## src/rtl/wb_pkg.sv

```systemverilog
// wb_pkg: shared types and helpers for the white-balance frame controller.
//   wb_mode_t   - controller state, exported on wb_ctrl.mode
//   mode_en     - white-balance enable value that belongs to a state
//   mode_update - value loaded into `update` on a vsync fall in a state
package wb_pkg;

  typedef enum logic [1:0] {
    WB_INIT   = 2'd0,
    WB_BYPASS = 2'd1,
    WB_AUTO   = 2'd2,
    WB_FROZEN = 2'd3
  } wb_mode_t;

  function automatic logic mode_en(input wb_mode_t m);
    return (m == WB_AUTO) || (m == WB_FROZEN);
  endfunction

  // fcnt_last: the AUTO frame counter sits on its final frame, so the
  // frame starting at the next rise is the one that latches new gains.
  function automatic logic mode_update(input wb_mode_t m, input logic fcnt_last);
    logic u;
    case (m)
      WB_INIT, WB_BYPASS: u = 1'b1;
      WB_AUTO:            u = fcnt_last;
      default:            u = 1'b0;
    endcase
    return u;
  endfunction

endpackage

```

## src/rtl/key_debounce.sv

```systemverilog
// key_debounce: synchronizes a raw active-low key and debounces it.
//   clk, rstn : clock, asynchronous active-low reset
//   key_n     : raw key, active-low, asynchronous to clk
//   press     : one-cycle pulse on a debounced 1->0 (press) transition
// A new level is accepted once the synchronized key has differed from the
// debounced level for DEBOUNCE_CYC consecutive cycles; releases are
// debounced the same way but produce no pulse.
module key_debounce #(
  parameter int DEBOUNCE_CYC = 1_000_000
) (
  input  logic clk,
  input  logic rstn,
  input  logic key_n,
  output logic press
);

  localparam int CW = (DEBOUNCE_CYC > 1) ? $clog2(DEBOUNCE_CYC) : 1;

  logic          s1, s2;
  logic          db;
  logic [CW-1:0] cnt;

  // Sync flops and debounced level reset to "released" so a key held
  // through reset is seen as a fresh press only after reset.
  always_ff @(posedge clk or negedge rstn) begin
    if (!rstn) begin
      s1    <= 1'b1;
      s2    <= 1'b1;
      db    <= 1'b1;
      cnt   <= '0;
      press <= 1'b0;
    end else begin
      s1    <= key_n;
      s2    <= s1;
      press <= 1'b0;
      if (s2 == db) begin
        cnt <= '0;
      end else if (cnt == CW'(DEBOUNCE_CYC - 1)) begin
        db    <= s2;
        cnt   <= '0;
        press <= ~s2;
      end else begin
        cnt <= cnt + 1'b1;
      end
    end
  end

endmodule

```

## src/rtl/wb_ctrl.sv

```systemverilog
// wb_ctrl: frame-synchronous controller for the white-balance stage.
//   clk, rstn   : pixel clock, asynchronous active-low reset
//   vsync       : active-high frame sync, synchronous to clk
//   key_mode    : raw mode key, active-low, asynchronous
//   key_freeze  : raw freeze key, active-low, asynchronous
//   en          : white-balance enable (registered)
//   update      : gain-latch request, changes only on vsync falls
//   mode        : current state (wb_mode_t encoding)
//   upd_cnt     : number of vsync rises seen with update=1, wraps at 255
// State and en change only on a vsync rise; update changes only on a fall,
// so update is stable across every rise where the stage latches gains.
module wb_ctrl
  import wb_pkg::*;
#(
  parameter int DEBOUNCE_CYC  = 1_000_000,
  parameter int INIT_FRAMES   = 2,
  parameter int UPDATE_FRAMES = 4
) (
  input  logic       clk,
  input  logic       rstn,
  input  logic       vsync,
  input  logic       key_mode,
  input  logic       key_freeze,
  output logic       en,
  output logic       update,
  output logic [1:0] mode,
  output logic [7:0] upd_cnt
);

  localparam int IW = $clog2(INIT_FRAMES + 1);
  localparam int FW = (UPDATE_FRAMES > 1) ? $clog2(UPDATE_FRAMES) : 1;

  logic          vs_d, rise, fall;
  logic          press_m, press_f;
  logic          pend_m, pend_f;
  wb_mode_t      state, nxt;
  logic [IW-1:0] icnt;
  logic [FW-1:0] fcnt;
  logic          fcnt_last, init_done;
  logic          en_d, upd_d;

  key_debounce #(.DEBOUNCE_CYC(DEBOUNCE_CYC)) u_key_mode (
    .clk   (clk),
    .rstn  (rstn),
    .key_n (key_mode),
    .press (press_m)
  );

  key_debounce #(.DEBOUNCE_CYC(DEBOUNCE_CYC)) u_key_freeze (
    .clk   (clk),
    .rstn  (rstn),
    .key_n (key_freeze),
    .press (press_f)
  );

  assign rise      = vsync & ~vs_d;
  assign fall      = ~vsync & vs_d;
  assign fcnt_last = (fcnt == FW'(UPDATE_FRAMES - 1));
  // This rise is a counted INIT frame and it is the last one needed.
  assign init_done = update && (icnt == IW'(INIT_FRAMES - 1));
  assign mode      = state;

  // State register.
  always_ff @(posedge clk or negedge rstn) begin
    if (!rstn) state <= WB_INIT;
    else       state <= nxt;
  end

  // Next-state decode; mode beats freeze when both are pending.
  always_comb begin
    nxt = state;
    if (rise) begin
      case (state)
        WB_INIT:   if (init_done) nxt = WB_AUTO;
        WB_BYPASS: if (pend_m)    nxt = WB_AUTO;
        WB_AUTO: begin
          if (pend_m)      nxt = WB_BYPASS;
          else if (pend_f) nxt = WB_FROZEN;
        end
        WB_FROZEN: begin
          if (pend_m)      nxt = WB_BYPASS;
          else if (pend_f) nxt = WB_AUTO;
        end
        default: nxt = WB_INIT;
      endcase
    end
  end

  // Output decode: en follows the next state so it moves together with
  // mode; update is computed from the current state for the next fall.
  always_comb begin
    en_d  = mode_en(nxt);
    upd_d = mode_update(state, fcnt_last);
  end

  always_ff @(posedge clk or negedge rstn) begin
    if (!rstn) begin
      vs_d    <= 1'b0;
      en      <= 1'b0;
      update  <= 1'b0;
      upd_cnt <= '0;
      fcnt    <= '0;
      icnt    <= '0;
      pend_m  <= 1'b0;
      pend_f  <= 1'b0;
    end else begin
      vs_d <= vsync;
      en   <= en_d;
      if (fall) update <= upd_d;

      if (rise && update) upd_cnt <= upd_cnt + 8'd1;

      if (rise && state == WB_INIT && update) icnt <= icnt + 1'b1;

      if (rise) begin
        if (nxt == WB_AUTO && state != WB_AUTO) fcnt <= '0;
        else if (state == WB_AUTO)              fcnt <= fcnt_last ? '0 : fcnt + 1'b1;
      end

      // Every rise consumes (or, in INIT/BYPASS, discards) the pending
      // presses; a flag that is already set absorbs further presses.
      if (rise) begin
        pend_m <= 1'b0;
        pend_f <= 1'b0;
      end else begin
        if (press_m) pend_m <= 1'b1;
        if (press_f) pend_f <= 1'b1;
      end
    end
  end

endmodule

```

## config.mk

```make
export PLATFORM = sky130hd
export DESIGN_NAME = wb_ctrl
export DESIGN_NICKNAME = d
export VERILOG_FILES = /design/src/rtl/wb_pkg.sv /design/src/rtl/key_debounce.sv /design/src/rtl/wb_ctrl.sv
export SDC_FILE = /design/constraint.sdc
export NUM_CORES = 1
export LEC_CHECK = 0
export BUFFER_PORTS_ARGS = -buffer_cell sky130_fd_sc_hd__buf_4
export CAP_MARGIN = 10
export CORE_MARGIN = 8
export CORE_UTILIZATION = 60
export CTS_BUF_LIST = sky130_fd_sc_hd__clkbuf_8 sky130_fd_sc_hd__clkbuf_16
export CTS_CLUSTER_SIZE = 24
export DETAILED_ROUTE_END_ITERATION = 6
export HOLD_SLACK_MARGIN = 0.08
export PLACE_DENSITY = 0.78
export SYNTH_ARGS = -nofsm -noshare
export SYNTH_HDL_FRONTEND = slang
export SYNTH_SLANG_ARGS = --single-unit
export TNS_END_PERCENT = 30
```

## constraint.sdc

```tcl
create_clock -name clk -period 2.2 [get_ports clk]
set_input_delay 0.44 -clock clk [delete_from_list [all_inputs] [get_ports clk]]
set_output_delay 0.44 -clock clk [all_outputs]
set_load 0.03 [all_outputs]
```

==> run summary, run 1 <==
Most common cell after layout, fill and taps aside -> dfrtp_1
WP data arrival -> 2150 ps
Worst min path class -> in -> async
Async S/R FF share, synth -> 100%
Beginning of the critical path -> u_key_mode.cnt[7]
Dpl cell area -> 0.00337 mm2
Combinational fraction of design power -> 17.8%
Count of maximum capacitance violations -> 0
Largest net degree at the start of global routing -> 68
Final std cell area, no fill -> 0.00355 mm2
Starting Density -> 62.1%
Peak Freq -> 529 MHz
Mean area per synthesized cell -> 10.4 um2
DR vias/cell -> 5.79
# diodes -> 0
Post-DP HPWL -> 4.02 mm
Setup violations, final -> 0
Die Area -> 0.00783 mm2
Core area -> 0.00507 mm2
Die height -> 88.5 um
Leak -> 1.47 nW
Residual DRC -> 0
Row count -> 26
Share of cells above drive strength 1 -> 16.3%
Mapped Nets -> 313
Routed WL -> 5.87 mm
GRT Residual Overflow -> 0
Via Count -> 2327
PostCTS Resize Cnt -> 0
CTS max path bufs -> 2
Clock power frac -> 31.3%
Clock skew -> 8.46 ps
I/O pin count -> 17
Critical Path Sink -> u_key_mode.cnt[18]
Status -> completed
Detail Route Antenna Nets -> 0
CTS tree -> done
CTS clk-pin slew, worst paths -> 70 ps
Worst flop-to-flop path startpoint -> u_key_mode.cnt[7]
Placement Setup Slack -> 321 ps
Crit-path max cell delay -> 510 ps
H-tree levels -> 3
Sw Share -> 30.3%
Tcrit/Tclk final -> 86.0%
M2 GR Usage -> 27.5%
First-pass GRT wire length -> 10.1 mm
#FFs+latches synth -> 67
Worst Path Max Fanout -> 8
DR iter-0 viols -> 135
Worst-path cell with the longest stage delay -> or3_1
Least-Margin Pin Slew -> 826 ps
First drt pass iteration count -> 4
Total track usage -> 16.7%
Relative slew slack -> 45.0%
Maximum vdd drop -> 0.000467 V
Syn Inst Count -> 303
R2R depth -> 4
Pwr/cell area -> 820 mW/mm2
Post-synth EDFFs -> 0
Flop pwr share -> 50.9%
Root buffer cell -> clkbuf_8
RSZ-0062 raised after global routing -> false
RePlAce Congestion -> 0.829
Met3 Track Usage GR -> 4.27%
Commonest cells after routing, fill and taps aside -> 61 x dfrtp_1, 40 x nor2_1, 26 x xnor2_1
Fill cells -> 392
Post-cts hold buffer count -> 0
Worst endpoint required time -> 2460 ps
Clock Latency Late Sink -> 330 ps
Crit start category -> register
Total CTS buffers -> 9
Postcts setup bufs -> 0
Hold Fails Final Rpt -> 0
Vias in the first global route -> 2315
Final worst slack -> 309 ps
Switching pwr -> 0.881 mW
Sequential area share after synthesis -> 53.4%
Synth Warn # -> 0
Mapped cell area -> 0.00315 mm2
Critical path cell sequence -> nand4_2, or3_1, or4_4, a21oi_2
Clock Sink Count -> 67
Setup slack, reg-to-reg -> 310 ps
Global routing's busiest layer -> met2
TNS Setup -> 0 ps
Antenna violations before repair -> 0
Met1 usage in global routing -> 19.8%
Max Transition Viols Final -> 0
Reg2reg end -> u_key_mode.cnt[18]
Top FF cell, synth -> dfrtp_1
Worst Setup Path Type -> reg -> reg
Area delta synth->final -> 12.5%
Internal power -> 2.03 mW
Port Buffers -> 16
Post-synthesis cell type count -> 48
CP Capture Type -> register
Fin nets -> 337
Die span in x -> 88.5 um
WL per Instance -> 14.6 um
Final Critical Period -> 1890 ps
==> per-layer routing <==
layer	wire (um)	vias up
met1	2690	1144
met2	2850	48
met5	0	-
met4	54	0
li1	-	1131
met3	275	4
==> cell type report <==
type	instances	area, um2	share of cell area (%)
Inverter	8	30.0	0.846
Tap cell	70	87.6	2.47
Sequential cell	67	1680	47.5
Timing Repair Buffer	21	158	4.44
Clock buffer	11	151	4.27
Clock inverter	5	28.8	0.811
Multi-Input combinational cell	220	1410	39.7
==> cells in the mapped netlist (2+ instances only) <==
cell type   n  share of area (%)
and2_1      2               0.40
nand2_1    17                2.0
clkbuf_1    6               0.71
xor2_1      9                2.5
nor4_1      8                1.6
dfrtp_1    61                 48
inv_1       8               0.95
nand3_1    15                2.4
xnor2_1    26                7.2
nand3b_1    2               0.48
nor2_1     40                4.8
nand4b_1    3               0.83
or4_1       2               0.48
nor3_1      8                1.3
nor2b_1     3               0.60
nor4b_1     3               0.83
a22o_1      2               0.56
o21ai_0    10                1.6
ha_1        5                2.0
a31oi_1     4               0.79
nand2b_1    3               0.60
o31ai_1     3               0.71
or3_1       5               0.99
and3_1      9                1.8
nand4_1    11                2.2
nand4bb_1   2               0.71
mux2_2      2               0.71
dfstp_2     6                5.0
a21oi_1     9                1.4
==> state kept, by name, summed over array words and instances, names as in the netlist, 2 cells and up <==
| register | count |
|---|---|
| mode | 2 |
| fcnt | 2 |
| u_key_freeze.cnt | 20 |
| upd_cnt | 8 |
| u_key_mode.cnt | 20 |
| icnt | 2 |
==> cell families (layout without fill, tap and decap cells) <==
family	count (synthesis)	after routing	synth area share [%]
simple gates	140	140	24.0
flops	67	67	53.4
compound gates	36	36	7.42
xor+xnor	35	35	9.72
buf+inv	16	45	2.06
fa+ha+maj	5	5	1.98
mux	4	4	1.39
==> power groups by stage <==
stage	logic (mW)	registers, mW	clock network, mW
after floorplan	0.216	1.60	0
after global placement	0.507	1.50	0
after detailed placement	0.529	1.51	0
after CTS	0.532	1.48	0.929
after global routing	0.577	1.50	0.987
final	0.518	1.48	0.910
==> metrics by stage <==
stage / hold WS [ps] / std cells / total power [mW] / utilization, %
after floorplan: 144 / 303 / 1.82 / -
after global placement: 347 / 386 / 2.00 / 66.4
after detailed placement: 347 / 386 / 2.04 / 66.4
after CTS: 200 / 402 / 2.94 / 69.9
after global routing: 196 / 402 / 3.07 / 69.9
final: 191 / 402 / 2.91 / 69.9
==> critical path, delay by kind of cell, from the launching register on <==
kind / cells / cell delay, ps
flip-flops: 1 / 460
AO/OA/AOI/OAI: 1 / 160
AND/OR/NAND/NOR: 3 / 1200
==> worst min path at each step <==
stage,to,slack [ps],start,depth (start not counted)
3_3_place_gp,u_key_freeze.s2,350,u_key_freeze.s1,0
5_1_grt,u_key_freeze.s1,200,key_freeze,1
4_1_cts,u_key_mode.s1,200,key_mode,1
2_1_floorplan,en,140,rstn,0
6_report,u_key_mode.cnt[4],190,rstn,1
3_5_place_dp,u_key_freeze.s2,350,u_key_freeze.s1,0
(Power assumes the default switching activity.)
==> inputs of run 2 (changes only) <==
--- a/config.mk
+++ b/config.mk
@@ -5,7 +5,7 @@
 export SDC_FILE = /design/constraint.sdc
 export NUM_CORES = 1
 export LEC_CHECK = 0
-export BUFFER_PORTS_ARGS = -buffer_cell sky130_fd_sc_hd__buf_4
+export BUFFER_PORTS_ARGS = -buffer_cell sky130_fd_sc_hd__buf_2
 export CAP_MARGIN = 10
 export CORE_MARGIN = 8
 export CORE_UTILIZATION = 60
==> run 2 against run 1 <==
Net effect:
- worst hold slack got worse by 100 ps
- clock skew increased by 4.5 ps
- critical path depth increased by 1
- cell count increased by 0.25%
- wire length decreased by 1.4%
- utilization decreased by 0.099 points
- count of clock-buffer cells in the layout decreased by 1
- non-clock buffer count increased by 1
- via count decreased by 1.5%
- sequential cell count unchanged
- fmax decreased by 3.7%
==> run summary, run 2 (synthesized netlist as in run 1, its figures left out) <==
Hold Fails Final Rpt -> 0 (unchanged)
WL per Instance -> 14.4 um (was 14.6 um)
DR vias/cell -> 5.68 (was 5.79)
Leak -> 1.48 nW (was 1.47 nW)
Total track usage -> 16.8% (was 16.7%)
Most common cell after layout, fill and taps aside -> dfrtp_1 (unchanged)
# diodes -> 0 (unchanged)
Largest net degree at the start of global routing -> 68 (unchanged)
Peak Freq -> 509 MHz (was 529 MHz)
I/O pin count -> 17 (unchanged)
Worst Setup Path Type -> reg -> reg (unchanged)
Worst Path Max Fanout -> 10 (was 8)
Core area -> 0.00507 mm2 (unchanged)
Final std cell area, no fill -> 0.00354 mm2 (was 0.00355 mm2)
Postcts setup bufs -> 0 (unchanged)
Clock skew -> 13.0 ps (was 8.46 ps)
Reg2reg end -> u_key_freeze.cnt[18] (was u_key_mode.cnt[18])
Clock Latency Late Sink -> 350 ps (was 330 ps)
Commonest cells after routing, fill and taps aside -> 61 x dfrtp_1, 40 x nor2_1, 26 x xnor2_1 (unchanged)
TNS Setup -> 0 ps (unchanged)
Worst flop-to-flop path startpoint -> u_key_freeze.cnt[0] (was u_key_mode.cnt[7])
DR iter-0 viols -> 109 (was 135)
Antenna violations before repair -> 0 (unchanged)
Fill cells -> 390 (was 392)
Post-cts hold buffer count -> 0 (unchanged)
Maximum vdd drop -> 0.000496 V (was 0.000467 V)
Worst min path class -> in -> async (unchanged)
First drt pass iteration count -> 4 (unchanged)
Die height -> 88.5 um (unchanged)
Dpl cell area -> 0.00335 mm2 (was 0.00337 mm2)
Crit start category -> register (unchanged)
Max Transition Viols Final -> 0 (unchanged)
Final Critical Period -> 1960 ps (was 1890 ps)
GRT Residual Overflow -> 0 (unchanged)
Tcrit/Tclk final -> 89.3% (was 86.0%)
Post-layout util -> 69.8% (was 69.9%)
CTS clk-pin slew, worst paths -> 80 ps (was 70 ps)
Total CTS buffers -> 9 (unchanged)
H-tree levels -> 3 (unchanged)
Residual DRC -> 0 (unchanged)
Worst hold slack -> 90.5 ps (was 191 ps)
CP Capture Type -> register (unchanged)
Via Count -> 2291 (was 2327)
RSZ-0062 raised after global routing -> false (unchanged)
Count of maximum capacitance violations -> 0 (unchanged)
PostCTS Resize Cnt -> 0 (unchanged)
Setup violations, final -> 0 (unchanged)
Least-Margin Pin Slew -> 563 ps (was 826 ps)
Non-Filler Instances -> 403 (was 402)
First-pass GRT wire length -> 10.1 mm (about the same)
Root buffer cell -> clkbuf_8 (unchanged)
Die Area -> 0.00783 mm2 (unchanged)
Relative slew slack -> 62.0% (was 45.0%)
WP data arrival -> 2240 ps (was 2150 ps)
Row count -> 26 (unchanged)
Status -> completed (unchanged)
Vias in the first global route -> 2221 (was 2315)
Fin nets -> 338 (was 337)
Top flop regs -> u_key_freeze.cnt (20), u_key_mode.cnt (20), upd_cnt (8) (unchanged)
Routed WL -> 5.79 mm (was 5.87 mm)
Setup slack, reg-to-reg -> 240 ps (was 310 ps)
Clock Sink Count -> 67 (unchanged)
Worst endpoint required time -> 2470 ps (was 2460 ps)
Pwr/cell area -> 837 mW/mm2 (was 820 mW/mm2)
Starting Density -> 62.1% (unchanged)
Detail Route Antenna Nets -> 0 (unchanged)
Port Buffers -> 16 (unchanged)
CTS tree -> done (unchanged)
Die span in x -> 88.5 um (unchanged)
Share of cells above drive strength 1 -> 16.2% (was 16.3%)
Placed cell count -> 387 (was 386)
Post-DP HPWL -> 3.86 mm (was 4.02 mm)
Area delta synth->final -> 12.4% (was 12.5%)
CTS max path bufs -> 2 (unchanged)
RePlAce Congestion -> 0.841 (was 0.829)
R2R depth -> 5 (was 4)
==> run 2: cell types whose count changed in the layout (fill, tap and decap cells not counted), sizes merged <==
cell / before / now
buf: 21 / 22
bufinv: 0 / 1
clkbuf: 11 / 10
clkinv: 2 / 1
inv: 9 / 10
==> run 2: final cells by class <==
cell class	instances	area, um2	area share [%]
Multi-Input combinational cell	220	1410	39.8
Timing Repair Buffer	22	138	3.88
Clock inverter	6	57.6	1.62
Sequential cell	67	1680	47.5
Clock buffer	10	138	3.88
Tap cell	70	87.6	2.47
Inverter	8	30.0	0.847
==> run 2: worst max path at each step <==
stage                                   start  depth (start not counted)  slack (ps)                    to
after global placement    u_key_freeze.cnt[0]                          5         320  u_key_freeze.cnt[18]
after floorplan           u_key_freeze.cnt[0]                          5         380  u_key_freeze.cnt[18]
after CTS                 u_key_freeze.cnt[0]                          5         240  u_key_freeze.cnt[18]
after detailed placement  u_key_freeze.cnt[0]                          5         260  u_key_freeze.cnt[18]
final                     u_key_freeze.cnt[0]                          5         240  u_key_freeze.cnt[18]
after global routing      u_key_freeze.cnt[0]                          5         100  u_key_freeze.cnt[18]
==> run 2: routing by layer <==
layer	wire (um)	GRT usage, %	up-vias
met5	0	0	-
met4	100	10.3	0
met2	2610	25.8	39
li1	-	-	1131
met3	263	3.34	10
met1	2810	21.3	1111
==> run 2: worst max-delay path, cell delays in order, from the launching register on <==
cell	delay, ps
dfrtp_1	390
ha_1	210
nand3_2	190
or3_1	480
or4_1	480
a21oi_1	140
==> run 2: where the power goes <==
part           switching [mW]  leakage (nW)  internal [mW]  total [mW]
Sequential              0.124         0.876           1.35        1.48
Clock                   0.454         0.101          0.544       0.998
Combinational           0.308         0.502          0.182       0.490
Total                   0.886          1.48           2.08        2.96
==> run 2: through the flow <==
| step | setup WS (ps) | total power [mW] |
|---|---|---|
| 6_report | 236 | 2.96 |
| 5_1_grt | 95.5 | 3.11 |
| 3_5_place_dp | 261 | 2.00 |
| 3_3_place_gp | 319 | 1.97 |
| 4_1_cts | 240 | 3.00 |
| 2_1_floorplan | 384 | 1.82 |
